**src/rtl/mux_arb_pkg.sv**
```systemverilog
// Shared types and the arbitration search helper for the 4-source mux arbiter.
package mux_arb_pkg;

    localparam int NREQ = 4;

    typedef enum logic [0:0] {
        ST_IDLE  = 1'b0,
        ST_GRANT = 1'b1
    } arb_state_t;

    // Returns {found, idx}: the first requester at or after head, wrapping mod 4.
    function automatic logic [2:0] rr_pick(input logic [3:0] req, input logic [1:0] head);
        logic [2:0] result;
        logic [1:0] idx;
        result = 3'b000;
        // Walk from the farthest offset back so the nearest match is kept last.
        for (int i = NREQ - 1; i >= 0; i--) begin
            idx = head + 2'(i);
            if (req[idx]) begin
                result = {1'b1, idx};
            end
        end
        return result;
    endfunction

endpackage

```
**src/rtl/mux4to1_sel.sv**
```systemverilog
// Purely combinational WIDTH-bit 4-to-1 word selector driven by a 2-bit select.
module mux4to1_sel #(
    parameter int WIDTH = 3
) (
    input  logic [1:0]       s,
    input  logic [WIDTH-1:0] w0,
    input  logic [WIDTH-1:0] w1,
    input  logic [WIDTH-1:0] w2,
    input  logic [WIDTH-1:0] w3,
    output logic [WIDTH-1:0] y
);

    always_comb begin
        y = w0;
        case (s)
            2'd0:    y = w0;
            2'd1:    y = w1;
            2'd2:    y = w2;
            default: y = w3;
        endcase
    end

endmodule

```
**src/rtl/mux4_rr_arbiter.sv**
```systemverilog
// Round-robin arbiter sharing a 4-to-1 word mux among four requesters, with a
// per-grant transfer limit of HOLD. Define ARB_FIXED_PRIO_EN for fixed 0..3 priority.
module mux4_rr_arbiter
    import mux_arb_pkg::*;
#(
    parameter int WIDTH = 3,
    parameter int HOLD  = 4
) (
    input  logic             clk,
    input  logic             rst_n,
    input  logic [3:0]       req,
    input  logic [WIDTH-1:0] w0,
    input  logic [WIDTH-1:0] w1,
    input  logic [WIDTH-1:0] w2,
    input  logic [WIDTH-1:0] w3,
    input  logic             out_ready,
    output logic [3:0]       gnt,
    output logic [1:0]       s,
    output logic [WIDTH-1:0] f,
    output logic             out_valid,
    output logic             busy
);

    localparam logic [3:0] CNT_LAST = 4'(HOLD - 1);

    arb_state_t       state;
    logic [3:0]       cnt;
    logic [WIDTH-1:0] mux_word;
    logic             xfer;
    logic             release_now;
    logic [3:0]       others;
    logic [1:0]       head_idle;
    logic [1:0]       head_rel;
    logic [2:0]       pick_idle;
    logic [2:0]       pick_rel;

`ifdef ARB_FIXED_PRIO_EN
    assign head_idle = 2'd0;
    assign head_rel  = 2'd0;
`else
    logic [1:0] ptr;
    assign head_idle = ptr;
    assign head_rel  = s + 2'd1;
`endif

    mux4to1_sel #(.WIDTH(WIDTH)) u_sel (
        .s  (s),
        .w0 (w0),
        .w1 (w1),
        .w2 (w2),
        .w3 (w3),
        .y  (mux_word)
    );

    assign busy        = (state == ST_GRANT);
    assign out_valid   = busy && req[s];
    assign f           = out_valid ? mux_word : '0;
    assign xfer        = out_valid && out_ready;
    assign release_now = busy && (!req[s] || (xfer && (cnt == CNT_LAST)));
    assign others      = req & ~(4'b0001 << s);

    // The released source sits last in the search order, so picking over the full
    // request vector only returns it when nobody else is asking.
    assign pick_idle = rr_pick(req, head_idle);
    assign pick_rel  = rr_pick(req, head_rel);

    always_ff @(posedge clk) begin
        if (!rst_n) begin
            state <= ST_IDLE;
            gnt   <= 4'b0000;
            s     <= 2'd0;
            cnt   <= 4'd0;
`ifndef ARB_FIXED_PRIO_EN
            ptr   <= 2'd0;
`endif
        end else begin
            case (state)
                ST_IDLE: begin
                    cnt <= 4'd0;
                    if (pick_idle[2]) begin
                        state <= ST_GRANT;
                        s     <= pick_idle[1:0];
                        gnt   <= 4'b0001 << pick_idle[1:0];
                    end else begin
                        gnt <= 4'b0000;
                    end
                end
                ST_GRANT: begin
                    if (release_now) begin
`ifndef ARB_FIXED_PRIO_EN
                        ptr <= s + 2'd1;
`endif
                        cnt <= 4'd0;
                        // Hand over on the same edge when someone else is waiting.
                        if (|others) begin
                            s   <= pick_rel[1:0];
                            gnt <= 4'b0001 << pick_rel[1:0];
                        end else begin
                            state <= ST_IDLE;
                            gnt   <= 4'b0000;
                        end
                    end else if (xfer) begin
                        cnt <= cnt + 4'd1;
                    end
                end
                default: begin
                    state <= ST_IDLE;
                    gnt   <= 4'b0000;
                end
            endcase
        end
    end

endmodule
```
**config.mk**
```make
export PLATFORM = sky130hd
export DESIGN_NAME = mux4_rr_arbiter
export DESIGN_NICKNAME = d
export VERILOG_FILES = /design/src/rtl/mux_arb_pkg.sv /design/src/rtl/mux4to1_sel.sv /design/src/rtl/mux4_rr_arbiter.sv
export SDC_FILE = /design/constraint.sdc
export NUM_CORES = 1
export LEC_CHECK = 0
export CAP_MARGIN = 20
export CORE_MARGIN = 1
export CORE_UTILIZATION = 35
export CTS_BUF_LIST = sky130_fd_sc_hd__clkbuf_4 sky130_fd_sc_hd__clkbuf_8
export CTS_CLUSTER_SIZE = 14
export DETAILED_ROUTE_END_ITERATION = 10
export HOLD_SLACK_MARGIN = 0.05
export PLACE_DENSITY = 0.62
export SLEW_MARGIN = 10
export SYNTH_ARGS = -nofsm -noshare
export SYNTH_HDL_FRONTEND = slang
export SYNTH_HIERARCHICAL = 1
export SYNTH_SLANG_ARGS = --single-unit
```
**constraint.sdc**
```tcl
create_clock -name clk -period 2.8 [get_ports clk]
set_input_delay 0.84 -clock clk [delete_from_list [all_inputs] [get_ports clk]]
set_output_delay 0.84 -clock clk [all_outputs]
set_load 0.005 [all_outputs]
```
==> out/qor.csv <==
metric,value,unit
drv_slew,0,
first_iter_violations,14,
viasPerCell,5.40,
initial_core_util,38.3,%
yosys_register_bits,13,
antenna_found_initial,0,
stdcell_count,182,
final_util,54.7,%
hold_viol_final,0,
holdBufCountCts,0,
cap_viol_max_count,0,
diodes,0,
cts_root_buf,clkbuf_4,
rows,18,
synth-seq-area-share,26.5,%
postSynth.asyncResetShare,0,%
layout_common_cells,"13 x dfxtp_1, 12 x dlygate4sd2_1, 12 x buf_4, 11 x nor2_1, 9 x clkdlybuf4s50_1",
grt_max_degree,11,
syn_to_final_growth,42.9,%
ys_types,40,
crit_type,input port to output pin,
finalWirelength,2480,um
dp.cells,174,
peakVddDrop,0.000426,V
clkSinkCount,13,
setup_viol,0,
io_pins,30,
grt-ovfl-total,0,
cts-root-to-sink-buffers,2,
fin_skew,0.00252,ns
vias,983,
p_total,724,uW
slowest_delay,0.51,ns
worstPathArrival,1.94,ns
nets,177,
grt_pass1_vias,969,
wl_per_cell,13.6,um
synth_edf_count,0,
cts.clk_slew.worst_paths,0.07,ns
critPathCaptureType,output pin,
final_common_cell,dfxtp_1,
drive_gt1_share,25.0,%
die_h,55.0,um
hpwlAfterDp,1890,um
numCtsBuffers,3,
cp_max_fo,3,
antenna_left,0,
die_w,55.0,um
top_layer_used,met4,
place_congestion,0.823,
dr_wl_met3,129,um
whs,0.535,ns
maxSlewHeadroom,71.2,%
wl_met2,1170,um
route.detailed.drc,0,
synth_warnings,6,
hold_class,flip-flop to flip-flop,
synth_area,983,um2
fmax,0.360,GHz
crit_path_cell_trace,clkdlybuf4s15_1 -> mux4_2 -> buf_6 -> and3_4 -> buf_6,
period_minus_slack,2.78,ns
synthCells,109,
required,1.96,ns
tightestPinTransition,0.432,ns
htree_levels,1,
synth_ff_type,dfxtp_1,
pwr_density_cell,515,nW/um2
status,finished clean,
drt_first_pass_iters,4,
cp-start-kind,input port,
io_buffer_count,29,
insertion_delay,0.27,ns
rsz0062_at_grt,false,
core,2570,um2
met1_length,1170,um
cp_common_cell,buf_6,
cts_tree,done,
p_leak,0.000568,uW
die_area,3030,um2
track_usage,19.8,%
syn_nets,133,
grt_first_pass_wirelength,4260,um
fin_crit_sh,99.3,%
syn_area_per_cell,9.02,um2
critPathSlowestCell,mux4_2,
area by class of cell:
| cell class | count | area [um2] |
|---|---|---|
| repair buffers | 43 | 377 |
| flip-flops and latches | 13 | 260 |
| multi-input cells | 88 | 686 |
| well taps | 30 | 37.5 |
| fillers | 263 | 1160 |
| clock buffers | 4 | 30.0 |
| inverters | 4 | 15.0 |
timing repair:
item / 4_1_cts / 5_1_grt
pin swaps: 3 / 0
setup endpoints to repair: 4 / 4
setup buffers: 4 / 0
resized for setup: 48 / 2
stage by stage:
stage,TNS [ns],worst slack [ns],area (um2)
floorplan,0,0.236,983
global placement,-1.95,-0.490,1360
detailed placement,-1.99,-0.509,1360
CTS,0,0.0150,1420
global route,0,0.000516,1410
finish,0,0.0209,1410
Yosys cell counts, drive strengths merged, types with 2 or more instances:
cell type,number,area [um2]
a211oi,2,15.0
a21oi,7,38.8
a31oi,3,18.8
and3,4,25.0
buf,3,23.8
dfxtp,13,260
ha,5,62.6
inv,4,15.0
mux4,4,101
nand2,6,22.5
nand2b,8,50.1
nand3,3,27.5
nand3b,3,22.5
nor2,11,41.3
nor2b,3,18.8
nor3,3,15.0
o21a,2,22.5
o21ai,6,30.0
o22ai,2,12.5
or3b,2,17.5
xor2,2,17.5
logic make-up (layout without fill, tap and decap cells):
group / count (synthesis) / in the layout / share of synthesized area [%]
and+or+nand+nor: 48 / 48 / 28.6
AOI/OAI and AO/OA: 28 / 28 / 21.0
DFF: 13 / 13 / 26.5
buffers and inverters: 8 / 51 / 4.45
adders and majority gates: 5 / 5 / 6.36
muxes: 5 / 5 / 11.3
xor gates and xnor gates: 2 / 2 / 1.78
worst max-delay path, delay by kind of cell:
kind / cells / cell delay [ns]
buffers and inverters: 3 / 0.43
multiplexers: 1 / 0.51
AND/OR/NAND/NOR: 1 / 0.16
path summary, 6_finish.rpt:
| kind | depth (start not counted) | from | slack (ns) | to |
|---|---|---|---|---|
| max reg2reg | 8 | s[0]$_SDFFE_PN0P_ | 0.47 | gnt[1]$_SDFFE_PN0P_ |
| min reg2reg | 2 | head_idle[0]$_SDFFE_PN0P_ | 0.53 | head_idle[0]$_SDFFE_PN0P_ |
| min | 2 | head_idle[0]$_SDFFE_PN0P_ | 0.53 | head_idle[0]$_SDFFE_PN0P_ |
| max | 5 | req[2] | 0.02 | f[1] |
where the power goes:
group / total [uW] / leakage [uW] / internal (uW) / switching, uW
clock: 124 / 0.0000184 / 64.9 / 59.4
combinational: 358 / 0.000443 / 205 / 153
sequential: 241 / 0.000107 / 209 / 32.5
total: 724 / 0.000568 / 479 / 245
flip-flops by register name, indices dropped and copies added, names as in the netlist:
signal,count
busy,1
s,2
gnt,4
cnt,4
head_idle,2
metal layers:
metal	global-route usage, %	vias to the layer above
li1	-	490
met1	25.2	462
met2	34.3	29
met3	4.92	2
met4	2.50	0
met5	0	-
Power figures use the tool's default switching activity.
